===== config.mk =====
export PLATFORM = sky130hd
export DESIGN_NAME = uart_byte_fifo
export DESIGN_NICKNAME = d
export VERILOG_FILES = /design/src/rtl/uart_byte_fifo_pkg.sv /design/src/rtl/uart_byte_fifo_ram.sv /design/src/rtl/uart_byte_fifo.sv
export SDC_FILE = /design/constraint.sdc
export NUM_CORES = 1
export LEC_CHECK = 0
export CORE_UTILIZATION = 40
export CTS_CLUSTER_SIZE = 14
export DETAILED_ROUTE_END_ITERATION = 8
export PLACE_DENSITY = 0.65
export RECOVER_POWER = 50
export SYNTH_ARGS = -nofsm -noshare
export SYNTH_HDL_FRONTEND = slang
export SYNTH_HIERARCHICAL = 1
export SYNTH_SLANG_ARGS = --single-unit
export TNS_END_PERCENT = 50

===== constraint.sdc =====
create_clock -name clock -period 3 [get_ports clock]
set_clock_uncertainty 0.15 [all_clocks]
set_input_delay 0.75 -clock clock [delete_from_list [all_inputs] [get_ports clock]]
set_output_delay 0.75 -clock clock [all_outputs]
set_load 0.01 [all_outputs]

===== src/rtl/uart_byte_fifo_pkg.sv =====
// Shared definitions for the UART loopback byte FIFO: byte width and output FSM encoding.
package uart_byte_fifo_pkg;

    localparam int unsigned UART_BYTE_W = 8;

    // Output-side handshake with rs232tx.
    typedef enum logic [1:0] {
        StIdle = 2'd0,
        StSend = 2'd1,
        StArm  = 2'd2,
        StWait = 2'd3
    } tx_state_e;

endpackage


===== src/rtl/uart_byte_fifo_ram.sv =====
// Byte storage for the FIFO: synchronous write, asynchronous read (maps to MLAB or registers).
module uart_byte_fifo_ram
    import uart_byte_fifo_pkg::*;
#(
    parameter int unsigned ADDR_W = 4
) (
    input  logic                   clock,
    input  logic                   we,
    input  logic [ADDR_W-1:0]      waddr,
    input  logic [UART_BYTE_W-1:0] wdata,
    input  logic [ADDR_W-1:0]      raddr,
    output logic [UART_BYTE_W-1:0] rdata
);

    logic [UART_BYTE_W-1:0] mem [2**ADDR_W];

    // Write port: store the byte at the write address.
    always_ff @(posedge clock) begin
        if (we) begin
            mem[waddr] <= wdata;
        end
    end

    assign rdata = mem[raddr];

endmodule


===== src/rtl/uart_byte_fifo.sv =====
// Elastic byte buffer between rs232rx and rs232tx. Adds OFFSET to every byte on the way out,
// only strobes the transmitter when it is idle, and counts bytes dropped on overflow.
module uart_byte_fifo
    import uart_byte_fifo_pkg::*;
#(
    parameter int unsigned DEPTH_LOG2 = 4,
    parameter logic [7:0]  OFFSET     = 8'd1
) (
    input  logic                   clock,
    input  logic                   reset,
    input  logic [UART_BYTE_W-1:0] rx_q,
    input  logic                   rx_valid,
    output logic [UART_BYTE_W-1:0] tx_d,
    output logic                   tx_we,
    input  logic                   tx_busy,
    output logic [DEPTH_LOG2:0]    count,
    output logic                   overflow,
    output logic [7:0]             drop_count
);

    localparam int unsigned          DEPTH     = 2**DEPTH_LOG2;
    localparam logic [DEPTH_LOG2:0]  DEPTH_CNT = (DEPTH_LOG2 + 1)'(DEPTH);
    localparam logic [DEPTH_LOG2:0]  CNT_ONE   = (DEPTH_LOG2 + 1)'(1);

    tx_state_e               state;
    logic [DEPTH_LOG2-1:0]   wr_ptr;
    logic [DEPTH_LOG2-1:0]   rd_ptr;
    logic [UART_BYTE_W-1:0]  rd_data;
    logic                    full;
    logic                    pop;
    logic                    push;
    logic                    drop;

    // The pop happens at the edge that ends SEND, so a full FIFO can still take a byte then.
    assign full = (count == DEPTH_CNT);
    assign pop  = (state == StSend);
    assign push = rx_valid && (!full || pop);
    assign drop = rx_valid && !push;

    uart_byte_fifo_ram #(
        .ADDR_W (DEPTH_LOG2)
    ) u_ram (
        .clock (clock),
        .we    (push),
        .waddr (wr_ptr),
        .wdata (rx_q),
        .raddr (rd_ptr),
        .rdata (rd_data)
    );

    // Pointer, occupancy and drop bookkeeping.
    always_ff @(posedge clock) begin
        if (reset) begin
            wr_ptr     <= '0;
            rd_ptr     <= '0;
            count      <= '0;
            overflow   <= 1'b0;
            drop_count <= 8'd0;
        end else begin
            if (push) begin
                wr_ptr <= wr_ptr + 1'b1;
            end
            if (pop) begin
                rd_ptr <= rd_ptr + 1'b1;
            end
            case ({push, pop})
                2'b10:   count <= count + CNT_ONE;
                2'b01:   count <= count - CNT_ONE;
                default: count <= count;
            endcase
            if (drop) begin
                overflow <= 1'b1;
                if (drop_count != 8'hFF) begin
                    drop_count <= drop_count + 8'd1;
                end
            end
        end
    end

    // Output FSM with registered strobe and data. Reset lands in WAIT because rs232tx keeps
    // running across our reset and may still be shifting out a byte.
    always_ff @(posedge clock) begin
        if (reset) begin
            state <= StWait;
            tx_we <= 1'b0;
            tx_d  <= '0;
        end else begin
            tx_we <= 1'b0;
            unique case (state)
                StIdle: begin
                    if (count != '0) begin
                        state <= StSend;
                        tx_we <= 1'b1;
                        tx_d  <= rd_data + OFFSET;
                    end
                end
                StSend: state <= StArm;
                // rs232tx raises busy one cycle after we; ignore it here.
                StArm:  state <= StWait;
                StWait: begin
                    if (!tx_busy) begin
                        state <= StIdle;
                    end
                end
            endcase
        end
    end

endmodule


==> flow_summary.yaml <==
critical_path:
  path_depth: 10
  cp_slowest_cell: "dfxtp_2"
  cpLargestDelayFamily: "flip-flops"
  crit_fanout: 13
  r2r-start: "rd_ptr[0]"
  crit_type: "reg2reg"
  crit_required_ps: 3100
  crit_start: "rd_ptr[0]"
  cp.arrival_ps: 2860
  critPathMaxStageDelay_ps: 510
  reg2regPathDepth: 10
  reg2reg_to: "tx_d[6]"
  r2r_slack_ps: 240
  crit_path_cell_trace: "buf_12 -> buf_4 -> mux4_2 -> a22oi_1 -> nand2_1 -> ha_1 -> and3_1 -> nand3_1 -> xor2_1 -> a211oi_1"
  cp-end-kind: "flip-flop"
  start_kind: "flip-flop"
  crit_buf_inv: 2
min_path:
  holdPathEnd: "overflow"
  hold_depth: 2
  min_path_type: "reg2reg"
  worstHoldStart: "overflow"
global_routing:
  grt_pass1_wl_um: 20200
  grt_util_all_layers_pct: 16.5
  grt_overflow: 0
  grt_max_degree: 38
  grt_antenna_before_repair: 0
  grt_pass1_vias: 3699
cells_and_area:
  area_growth_pct: 19.6
  layout_commonest_cell: "edfxtp_1"
  n_antenna_cell: 0
  layout_common_cells: "128 x edfxtp_1, 40 x nor2_1, 32 x dfxtp_1, 25 x buf_4, 21 x dlygate4sd3_1"
  final_layout_size_suffix_gt1_share_pct: 16.1
  nNetsFinal: 492
clock_tree:
  clk_latency_ps: 420
  clkSlewWorstSetupHoldPaths_ps: 60
  post_cts_buffers: 0
  cts_sinks: 161
  cts_buffer_depth: 2
  hold_buffers: 0
  cts_tree: "built"
  cts_root_buf: "clkbuf_16"
  cts_resized: 0
  numCtsBuffers: 17
  htree_num_levels: 4
die:
  die_h_um: 131
  die_w_um: 131
  ioPinCount: 35
  initial_core_util_pct: 41.4
  design.core.area_um2: 16100
  dieArea_um2: 17100
  fp-row-count: 46
timing:
  fmax_ghz: 0.362
  fin_crit_ps: 2760
  slew_headroom_pct: 30.0
  min_period_over_period_pct: 92.1
  rsz0062_at_grt: "false"
  hold_viol: 0
  tns_ps: 0
  drv_slew: 0
  worstMarginPinSlew_ps: 1050
  finalSetupViolCount: 0
detailed_routing:
  drc: 0
  drt_iter0_drc: 349
  via_per_inst: 5.32
  via_count: 3694
  ant_nets: 0
  routedWlPerCell_um: 18.5
  wl_um: 12900
  dr.pass1.iters: 4
logic_synthesis:
  synthFlopType: "edfxtp_1"
  synth_seq_area_share_pct: 67.8
  yosysTopAreaCell: "edfxtp_1"
  synth_top_cells_by_area: "edfxtp_1 58%, dfxtp_1 9.9%, mux4_2 6.1%"
  synth_area_um2: 6640
  synth_cell_type_count: 46
  synth_seq_cells: 161
  async_flop_share_pct: 0
  synth_edf_count: 128
  synth_top_cell_area_share_pct: 57.9
  yosys_warnings: 6
  syn_area_per_cell_um2: 16.5
  synth_nets: 428
  synth_cells: 403
placed_design:
  io_buffers: 34
  dp_hpwl_um: 8530
  gp_congestion: 0.769
power_and_ir_drop:
  worst_ir_drop_vdd_uv: 422
  leakage_nw: 2.69
  finalPower_mw: 6.14
  cellPowerDensity_nw_per_um2: 773
flow_run:
  drv_cap: 0
outcome:
  status: "completed"
==> through the flow <==
stage	worst slack [ps]	cell area, µm²	hold slack, ps	cells	utilization (%)
after global placement	73.7	7370	300	664	45.9
after global routing	16.4	7950	355	694	49.5
final	237	7950	323	694	49.5
after detailed placement	29.1	7370	315	664	45.9
after floorplan	255	6640	353	403	-
after CTS	220	7960	334	694	49.6
==> worst max-delay path by stage <==
stage                           end  slack (ps)
floorplan           u_ram/mem[0][0]         260
global placement    u_ram/mem[0][5]          70
detailed placement  u_ram/mem[0][7]          30
CTS                         tx_d[6]         220
global route                tx_d[6]          20
finish                      tx_d[6]         240
==> cells in the mapped netlist, types with 3 or more instances <==
library cell,n
nand2_1,17
edfxtp_1,128
a211oi_1,8
dfxtp_1,33
or3_1,3
nor2_1,40
nand4_1,3
xnor2_1,11
nor2b_1,3
a22oi_1,16
mux4_2,18
buf_6,4
inv_1,8
clkbuf_1,4
mux4_1,14
mux2i_1,6
o31ai_1,4
nand3_1,7
a21oi_1,14
ha_1,12
o21ai_0,3
buf_2,4
or4_1,3
nand2b_1,4
nor3_1,6
nand3b_1,3
clkdlybuf4s25_2,3
xor2_1,6
==> worst register-to-register path, stage by stage (launching register included) <==
cell and delay (ps):
dfxtp_2 510, buf_12 220, buf_4 170, mux4_2 490, a22oi_1 190, nand2_1 110
ha_1 220, and3_1 210, nand3_1 90, xor2_1 150, a211oi_1 90
==> kinds of logic after synthesis <==
logic type / synth area share (%)
adder cells (fa/ha/maj): 2.56
multiplexers: 12.5
XOR/XNOR: 2.24
AND/OR/NAND/NOR: 7.08
buffers and inverters: 2.28
flip-flops: 67.8
AO/OA/AOI/OAI: 5.50
==> power breakdown <==
group | switching, mW | leakage (nW) | internal, mW
combinational | 0.665 | 0.984 | 0.673
sequential | 0.134 | 1.42 | 2.53
clock | 0.836 | 0.285 | 1.30
==> sequential cells by signal, indices dropped and copies added (netlist names) <==
| register | flops |
|---|---|
| wr_ptr | 4 |
| drop_count | 8 |
| u_ram/mem | 128 |
| tx_we | 1 |
| tx_d | 8 |
| rd_ptr | 4 |
| count | 5 |
| overflow | 1 |
| state | 2 |
==> area by class of cell <==
cell class                      count  area, µm²
Timing Repair Buffer               62        572
Clock inverter                     13        163
Clock buffer                       17        425
Tap cell                          216        270
Sequential cell                   161       4510
Fill cell                        1329       8110
Multi-Input combinational cell    217       1980
Inverter                            8       30.0
==> routing by layer <==
metal  share of wire [%]  up-vias  global-route usage [%]
met1                  45     1873                    21.5
met3                 4.4       23                    4.36
li1                    -     1707                       -
met2                  48       91                    25.9
met5                   0        -                       0
met4                 2.2        0                    7.78
Note: power is estimated with default switching activity, not from simulation.
